<file path="src/rtl/program_sequencer_pkg.sv">
// Command encoding and strobe priority decode shared by the program sequencer.
// Optional return stack is enabled by defining PROGRAM_SEQUENCER_STACK_EN.
package program_sequencer_pkg;

  typedef enum logic [2:0] {
    CMD_NONE   = 3'd0,
    CMD_INC    = 3'd1,
    CMD_LOAD   = 3'd2,
    CMD_BRANCH = 3'd3,
    CMD_CALL   = 3'd4,
    CMD_RET    = 3'd5
  } cmd_e;

  // ret > call > branch > load > inc; without a stack ret vanishes and call degrades to load
  function automatic cmd_e decode_cmd(
    input logic inc,
    input logic load,
    input logic branch,
    input logic call,
    input logic ret,
    input logic stack_en
  );
    cmd_e cmd;
    cmd = CMD_NONE;
    if (stack_en && ret)  cmd = CMD_RET;
    else if (call)        cmd = stack_en ? CMD_CALL : CMD_LOAD;
    else if (branch)      cmd = CMD_BRANCH;
    else if (load)        cmd = CMD_LOAD;
    else if (inc)         cmd = CMD_INC;
    return cmd;
  endfunction

endpackage

</file>
<file path="src/rtl/pc_return_stack.sv">
// LIFO of return addresses with depth tracking; pushes when full and pops when
// empty are dropped and reported as single-cycle pulses.
module pc_return_stack #(
  parameter int WIDTH       = 11,
  parameter int STACK_DEPTH = 4,
  localparam int DW         = $clog2(STACK_DEPTH + 1)
) (
  input  logic             clk,
  input  logic             rst,
  input  logic             push,
  input  logic             pop,
  input  logic [WIDTH:0]   push_data,
  output logic [WIDTH:0]   top_data,
  output logic [DW-1:0]    depth,
  output logic             full,
  output logic             empty,
  output logic             ovf_pulse,
  output logic             unf_pulse
);

  localparam int AW = (STACK_DEPTH > 1) ? $clog2(STACK_DEPTH) : 1;

  logic [DW-1:0]  depth_reg, depth_next;
  logic [WIDTH:0] entries [STACK_DEPTH];
  logic [AW-1:0]  top_idx;
  logic           do_push, do_pop;

  assign full      = (depth_reg == DW'(STACK_DEPTH));
  assign empty     = (depth_reg == '0);
  assign do_push   = push && !full;
  assign do_pop    = pop && !empty;
  assign ovf_pulse = push && full;
  assign unf_pulse = pop && empty;
  assign depth     = depth_reg;

  always_comb begin
    depth_next = depth_reg;
    if (do_push)     depth_next = depth_reg + DW'(1);
    else if (do_pop) depth_next = depth_reg - DW'(1);
  end

  always_ff @(posedge clk) begin
    if (!rst) depth_reg <= '0;
    else      depth_reg <= depth_next;
  end

  // Entry gi is written only by the push that makes depth gi+1; contents need no reset
  for (genvar gi = 0; gi < STACK_DEPTH; gi++) begin : g_entry
    logic [WIDTH:0] entry_reg;
    always_ff @(posedge clk) begin
      if (rst && do_push && depth_reg == DW'(gi)) entry_reg <= push_data;
    end
    assign entries[gi] = entry_reg;
  end

  assign top_idx  = AW'(depth_reg - DW'(1));
  assign top_data = entries[top_idx];

endmodule

</file>
<file path="src/rtl/program_sequencer.sv">
// Program counter with inc/load/branch/call/ret commands and optional return
// stack (PROGRAM_SEQUENCER_STACK_EN); synchronous active-low reset.
module program_sequencer #(
  parameter int WIDTH        = 11,
  parameter int STACK_DEPTH  = 4,
  parameter int RESET_VECTOR = 0,
  parameter int STEP         = 1
) (
  input  logic                             clk,
  input  logic                             rst,
  input  logic                             inc_pc,
  input  logic                             load_pc,
  input  logic                             branch_pc,
  input  logic                             call_pc,
  input  logic                             ret_pc,
  input  logic [WIDTH:0]                   pc_val,
  input  logic [WIDTH:0]                   pc_offset,
  output logic [WIDTH:0]                   pc,
  output logic [$clog2(STACK_DEPTH+1)-1:0] depth,
  output logic                             stack_full,
  output logic                             stack_ovf,
  output logic                             stack_unf
);

  import program_sequencer_pkg::*;

  localparam int PW = WIDTH + 1;
  localparam int DW = $clog2(STACK_DEPTH + 1);
`ifdef PROGRAM_SEQUENCER_STACK_EN
  localparam logic STACK_EN = 1'b1;
`else
  localparam logic STACK_EN = 1'b0;
`endif

  cmd_e           cmd;
  logic [WIDTH:0] pc_reg, pc_next, stack_top;
  logic           stack_empty;

  assign cmd = decode_cmd(inc_pc, load_pc, branch_pc, call_pc, ret_pc, STACK_EN);

  always_comb begin
    pc_next = pc_reg;
    case (cmd)
      CMD_INC:    pc_next = pc_reg + PW'(STEP);
      CMD_LOAD:   pc_next = pc_val;
      CMD_BRANCH: pc_next = pc_reg + pc_offset;
      CMD_CALL:   pc_next = pc_val;
      CMD_RET:    pc_next = stack_empty ? pc_reg : stack_top;
      default:    pc_next = pc_reg;
    endcase
  end

  always_ff @(posedge clk) begin
    if (!rst) pc_reg <= PW'(RESET_VECTOR);
    else      pc_reg <= pc_next;
  end

  assign pc = pc_reg;

`ifdef PROGRAM_SEQUENCER_STACK_EN
  logic          ovf_pulse, unf_pulse, ovf_reg, unf_reg, full_int;
  logic [DW-1:0] depth_int;

  pc_return_stack #(
    .WIDTH       (WIDTH),
    .STACK_DEPTH (STACK_DEPTH)
  ) u_stack (
    .clk       (clk),
    .rst       (rst),
    .push      (cmd == CMD_CALL),
    .pop       (cmd == CMD_RET),
    .push_data (pc_reg + PW'(STEP)),
    .top_data  (stack_top),
    .depth     (depth_int),
    .full      (full_int),
    .empty     (stack_empty),
    .ovf_pulse (ovf_pulse),
    .unf_pulse (unf_pulse)
  );

  always_ff @(posedge clk) begin
    if (!rst) begin
      ovf_reg <= 1'b0;
      unf_reg <= 1'b0;
    end else begin
      ovf_reg <= ovf_reg | ovf_pulse;
      unf_reg <= unf_reg | unf_pulse;
    end
  end

  assign depth      = depth_int;
  assign stack_full = full_int;
  assign stack_ovf  = ovf_reg;
  assign stack_unf  = unf_reg;
`else
  assign stack_top   = '0;
  assign stack_empty = 1'b1;
  assign depth       = '0;
  assign stack_full  = 1'b0;
  assign stack_ovf   = 1'b0;
  assign stack_unf   = 1'b0;
`endif

endmodule

</file>
<file path="config.mk">
export PLATFORM = sky130hd
export DESIGN_NAME = program_sequencer
export DESIGN_NICKNAME = d
export VERILOG_FILES = /design/src/rtl/program_sequencer_pkg.sv /design/src/rtl/pc_return_stack.sv /design/src/rtl/program_sequencer.sv
export SDC_FILE = /design/constraint.sdc
export NUM_CORES = 1
export LEC_CHECK = 0
export CORE_MARGIN = 4
export CORE_UTILIZATION = 45
export DETAILED_ROUTE_END_ITERATION = 16
export GPL_TIMING_DRIVEN = 0
export PLACE_DENSITY_LB_ADDON = 0.05
export SYNTH_ARGS = -nofsm -noshare
export SYNTH_HDL_FRONTEND = slang
export SYNTH_SLANG_ARGS = --single-unit
export TNS_END_PERCENT = 10
</file>
<file path="constraint.sdc">
create_clock -name clk -period 5.6 [get_ports clk]
set_input_delay 0.84 -clock clk [delete_from_list [all_inputs] [get_ports clk]]
set_output_delay 0.84 -clock clk [all_outputs]
set_load 0.005 [all_outputs]
</file>
---- After elaboration in Yosys (flattened, before gate mapping) ----
Index checks and enable logic that the tools add are counted.
storage, ports and cells
  bits in registers ....................... 12
  bits of input ports ..................... 31
  output and inout bits ................... 18
  word-level logic and storage cells ...... 14
operators by class
  add/sub/neg operators ................... 2
  equality and inequality tests ........... 4
  mux-type cells .......................... 5
  reduce and logical (&&, ||, !) cells .... 2
operators by type and width
  kind                   number
  $pmux 12 s3            1
  $add 12x1->12 const B  1
  $add 12x12->12         1
  $eq 3x2->1 const B     2
  $mux 2                 2
  $eq 3x1->1 const B     1
  $eq 3x3->1 const B     1
  $mux 3                 1
  $reduce_bool 3->1      1
  $reduce_or 2->1        1
  $mux 1                 1

---- Longest topological paths before layout ----
  depth in word-level cells ............... 7
  mapped depth ............................ 11
  mapped depth without buffers ............ 11

---- Worst setup path after synthesis ----
Ideal clock, no wire load.
  kind .................................... input to register
  from .................................... input port branch_pc
  to ...................................... register pc_reg[10], in the netlist pc[10]
  library setup time ...................... 0.122 ns
  arrival time ............................ 2.611 ns
  data required time ...................... 5.478 ns
  slack ................................... 2.867 ns
  cell stages on the path ................. 11
  buffers on the path ..................... 1
  cell sequence ........................... inv_1 -> nor2_1 -> clkbuf_1 -> nand2_1 -> fa_1 -> nand2b_1 -> a21oi_1 -> nor3_1 -> nor2_1 -> nor3b_1 -> a221o_1
on the way
  longest elaborated chain between the ends .. 5
  elaborated cells on any way between the ends .. 9
ends and longest elaborated chain
  item                                              RTL line                     text
  start, declared                                   program_sequencer.sv:13      input logic branch_pc,
  $mux 2 *                                          program_sequencer_pkg.sv:27  else if (branch) cmd = CMD_BRANCH;
  $mux 3 *                                          program_sequencer_pkg.sv:26  else if (call) cmd = stack_en ? CMD_CALL : CMD_LOAD;
  $eq 3x3->1 or $eq 3x2->1 (tied branches)          program_sequencer.sv:43      case (cmd)
  $reduce_or 2->1 (no source line)                  -
  $pmux 12 s3 or $reduce_bool 3->1 (tied branches)  -
  end signal, assigned                              program_sequencer.sv:54      if (!rst) pc_reg <= PW'(RESET_VECTOR);
  end signal, assigned                              program_sequencer.sv:55      else pc_reg <= pc_next;
  end, declared                                     program_sequencer.sv:36      logic [WIDTH:0] pc_reg, pc_next, stack_top;
Mark *: on every way between the ends. The rest lies on a longest branch, timed or not.
A chain may end at the register's enable or synchronous reset.

---- Worst setup path after layout ----
  from .................................... input port branch_pc
  to ...................................... register pc_reg[7], in the netlist pc[7]
Same word-level chain as after synthesis.

==> run metrics <==
startpoint types=input port; syn avg cell area=a little under 8 um^2; final setup vio count=0; worst reg-to-reg setup slack=about 3400 ps; drt drc=0; Synth Instances=about 140; Post-CTS Setup Repair Bufs=0; H-Tree Level Count=1; DR pass1 iterations=4; P_sw=~0.08 mW; clock power share=22.0%; largest net degree at the start of global routing=11; initial drt markers=52; depth of the worst hold-timing path=2; Routed Antenna Nets=0; max-slew violation count=0; Reg2Reg Depth=9; vias post-DR=around 1200; gpl congestion=between 0.8 and 0.9; Skew-Pair Late Insertion Delay=approximately 270 ps; most frequent cells in the layout=clkdlybuf4s50_1 (41), nand2_1 (13), a21oi_1 (13); number of enable flip-flop cells after synthesis=0; FMAX=~290 MHz; Max-Cap Viols=0; Setup Skew=around 1.6 ps; power per cell area=roughly 160 mW/mm^2; Post-synth ARST share=0%; Hold Vio Cnt, Final=0; clock buffer depth=2; Tmin final=~3500 ps; Rows=17; critical path type=input port to register; layout cells sized above 1=~6.8%; Critical Path AT=approximately 3600 ps; routed length per placed instance=about 15 um; Hold Startpoint=pc[3]$_SDFFE_PN0P_; clock root buffer=clkbuf_4; total CTS buffers=3; min-delay worst type=register to register; Initial Util=between 40% and 50%; Tightest Pin Transition=approximately 1100 ps; CTS resizes=0; final net count=~240; Die ar.=about 0.0033 mm^2; Final HPWL DP=~2400 um; cell-internal power=about 0.18 mW; number of global-route vias before repair=between 1000 and 1500; Syn Std Cell Area=between 0.001 and 0.0015 mm^2; core area=between 0.002 and 0.0025 mm^2; setup TNS=0 ps; post-layout util=between 70% and 80%; Hold Path End=pc[3]$_SDFFE_PN0P_; Worst Path Max Fanout=10; hold_buf cts=0; Peak VDD IR=roughly 0.00011 V; Total Power=approximately 0.25 mW; Max-slew headroom=28.89%; worst hold margin=slightly below 600 ps; synth warn=0; io pins=between 40 and 50; Fill cells=around 200; commonest non-fill, non-tap cell in the layout=clkdlybuf4s50_1; Distinct cells, synth=37; die width=around 58 um; wire length of the first global-routing pass=~5300 um; sequential area share after synthesis=between 20 and 25%; final worst path period share=about 62%; Leak=a little under 0.7 nW; Diodes inserted=0; outcome=finished, final reports clean; area grow syn2layout=43.81%; CTS tree=built; RSZ-0062 raised after global routing=no; Crit. End Element=register; Logic pwr share=39.1%; WP data required=between 5000 and 6000 ps; sw frac=31.23%; r2r startpoint=pc[0]$_SDFFE_PN0P_; grt ovf=0; CTS clk-pin slew, worst paths=about 80 ps; Port Buffer Count=41; GRT Total Usage=around 20%; Vias/cell=approximately 5.5; #FFs+latches synth=12; clk sink count=12; Worst R2R End=pc[10]$_SDFFE_PN0P_; initial antenna violation count=0; Reg power frac=about 39%; max reg flops=12; DIE HEIGHT=between 50 and 60 um; ys flop type=dfxtp_1; drt total wl=~3200 um
-- cell type report --
class	count	area (um^2)	area share, %
Timing Repair Buffer	41	410.4	25.69
Buffer	10	61.31	3.837
Sequential cell	12	240.2	15.04
Tap cell	28	35.03	2.193
Clock buffer	3	22.52	1.410
Multi-Input combinational cell	121	813.3	50.90
Inverter	4	15.01	0.9397
-- synthesized netlist by cell type, drive strengths merged (3+ instances only) --
library cell,n,share of area [%]
xnor2,7,5.5
buf,7,4.5
ha,11,12
o21ai,9,4.1
dfxtp,12,22
nor2,11,3.7
and2,10,5.6
a21oi,13,5.9
inv,4,1.4
a21boi,4,2.7
a22oi,4,2.7
clkbuf,3,1.0
nand2,13,4.4
a211oi,3,2.0
nand2b,4,2.3
o221ai,3,2.4
-- cells by family (layout without fill, tap and decap cells) --
logic type	after synthesis	count (layout)	synth area share, %
and+or+nand+nor	47	47	21.51
other	1	6	0.3375
AOI/OAI and AO/OA	48	48	29.17
xor gates and xnor gates	8	8	6.307
DFF	12	12	21.62
buffers and inverters	14	58	6.868
adders and majority gates	12	12	14.19
-- power groups by stage --
stage | Clock, mW | Combinational, mW | Sequential [mW]
3_3_place_gp | 0 | 0.0963 | 0.101
2_1_floorplan | 0 | 0.0513 | 0.101
6_report | 0.0561 | 0.0996 | 0.0992
5_1_grt | 0.0595 | 0.111 | 0.100
3_5_place_dp | 0 | 0.0985 | 0.101
4_1_cts | 0.0547 | 0.0994 | 0.0991
-- worst max-delay path, cell delays in order --
cell             delay, ps
clkdlybuf4s50_1        530
inv_1                   90
nor2_1                 120
clkbuf_1               350
and2_1                 200
ha_1                   280
and3_1                 180
a211oi_1               560
o21ai_0                210
xnor2_1                180
a21oi_1                 80
-- per-layer routing --
metal,track usage (%),routed length [um],vias to the layer above
met5,0,0,-
li1,-,-,602
met2,33.06,1446,50
met4,5.960,44,0
met3,4.009,248,6
met1,26.96,1480,536
-- per-stage QoR --
stage / area (um^2) / setup slack [ps] / cells
CTS: 1598 / 2126 / 219
detailed placement: 1575 / 1852 / 216
finish: 1598 / 2107 / 219
global route: 1598 / 1822 / 219
floorplan: 1130 / 2867 / 147
global placement: 1575 / 1872 / 216
-- worst max path at each step --
stage / from / to / slack [ps] / cells past startpoint
floorplan: branch_pc / pc[10]$_SDFFE_PN0P_ / 2870 / 11
CTS: branch_pc / pc[10]$_SDFFE_PN0P_ / 2130 / 12
finish: branch_pc / pc[7]$_SDFFE_PN0P_ / 2110 / 11
detailed placement: branch_pc / pc[10]$_SDFFE_PN0P_ / 1850 / 12
global route: branch_pc / pc[10]$_SDFFE_PN0P_ / 1820 / 12
global placement: branch_pc / pc[7]$_SDFFE_PN0P_ / 1870 / 11
No activity file was read; power rests on OpenSTA's default activity.
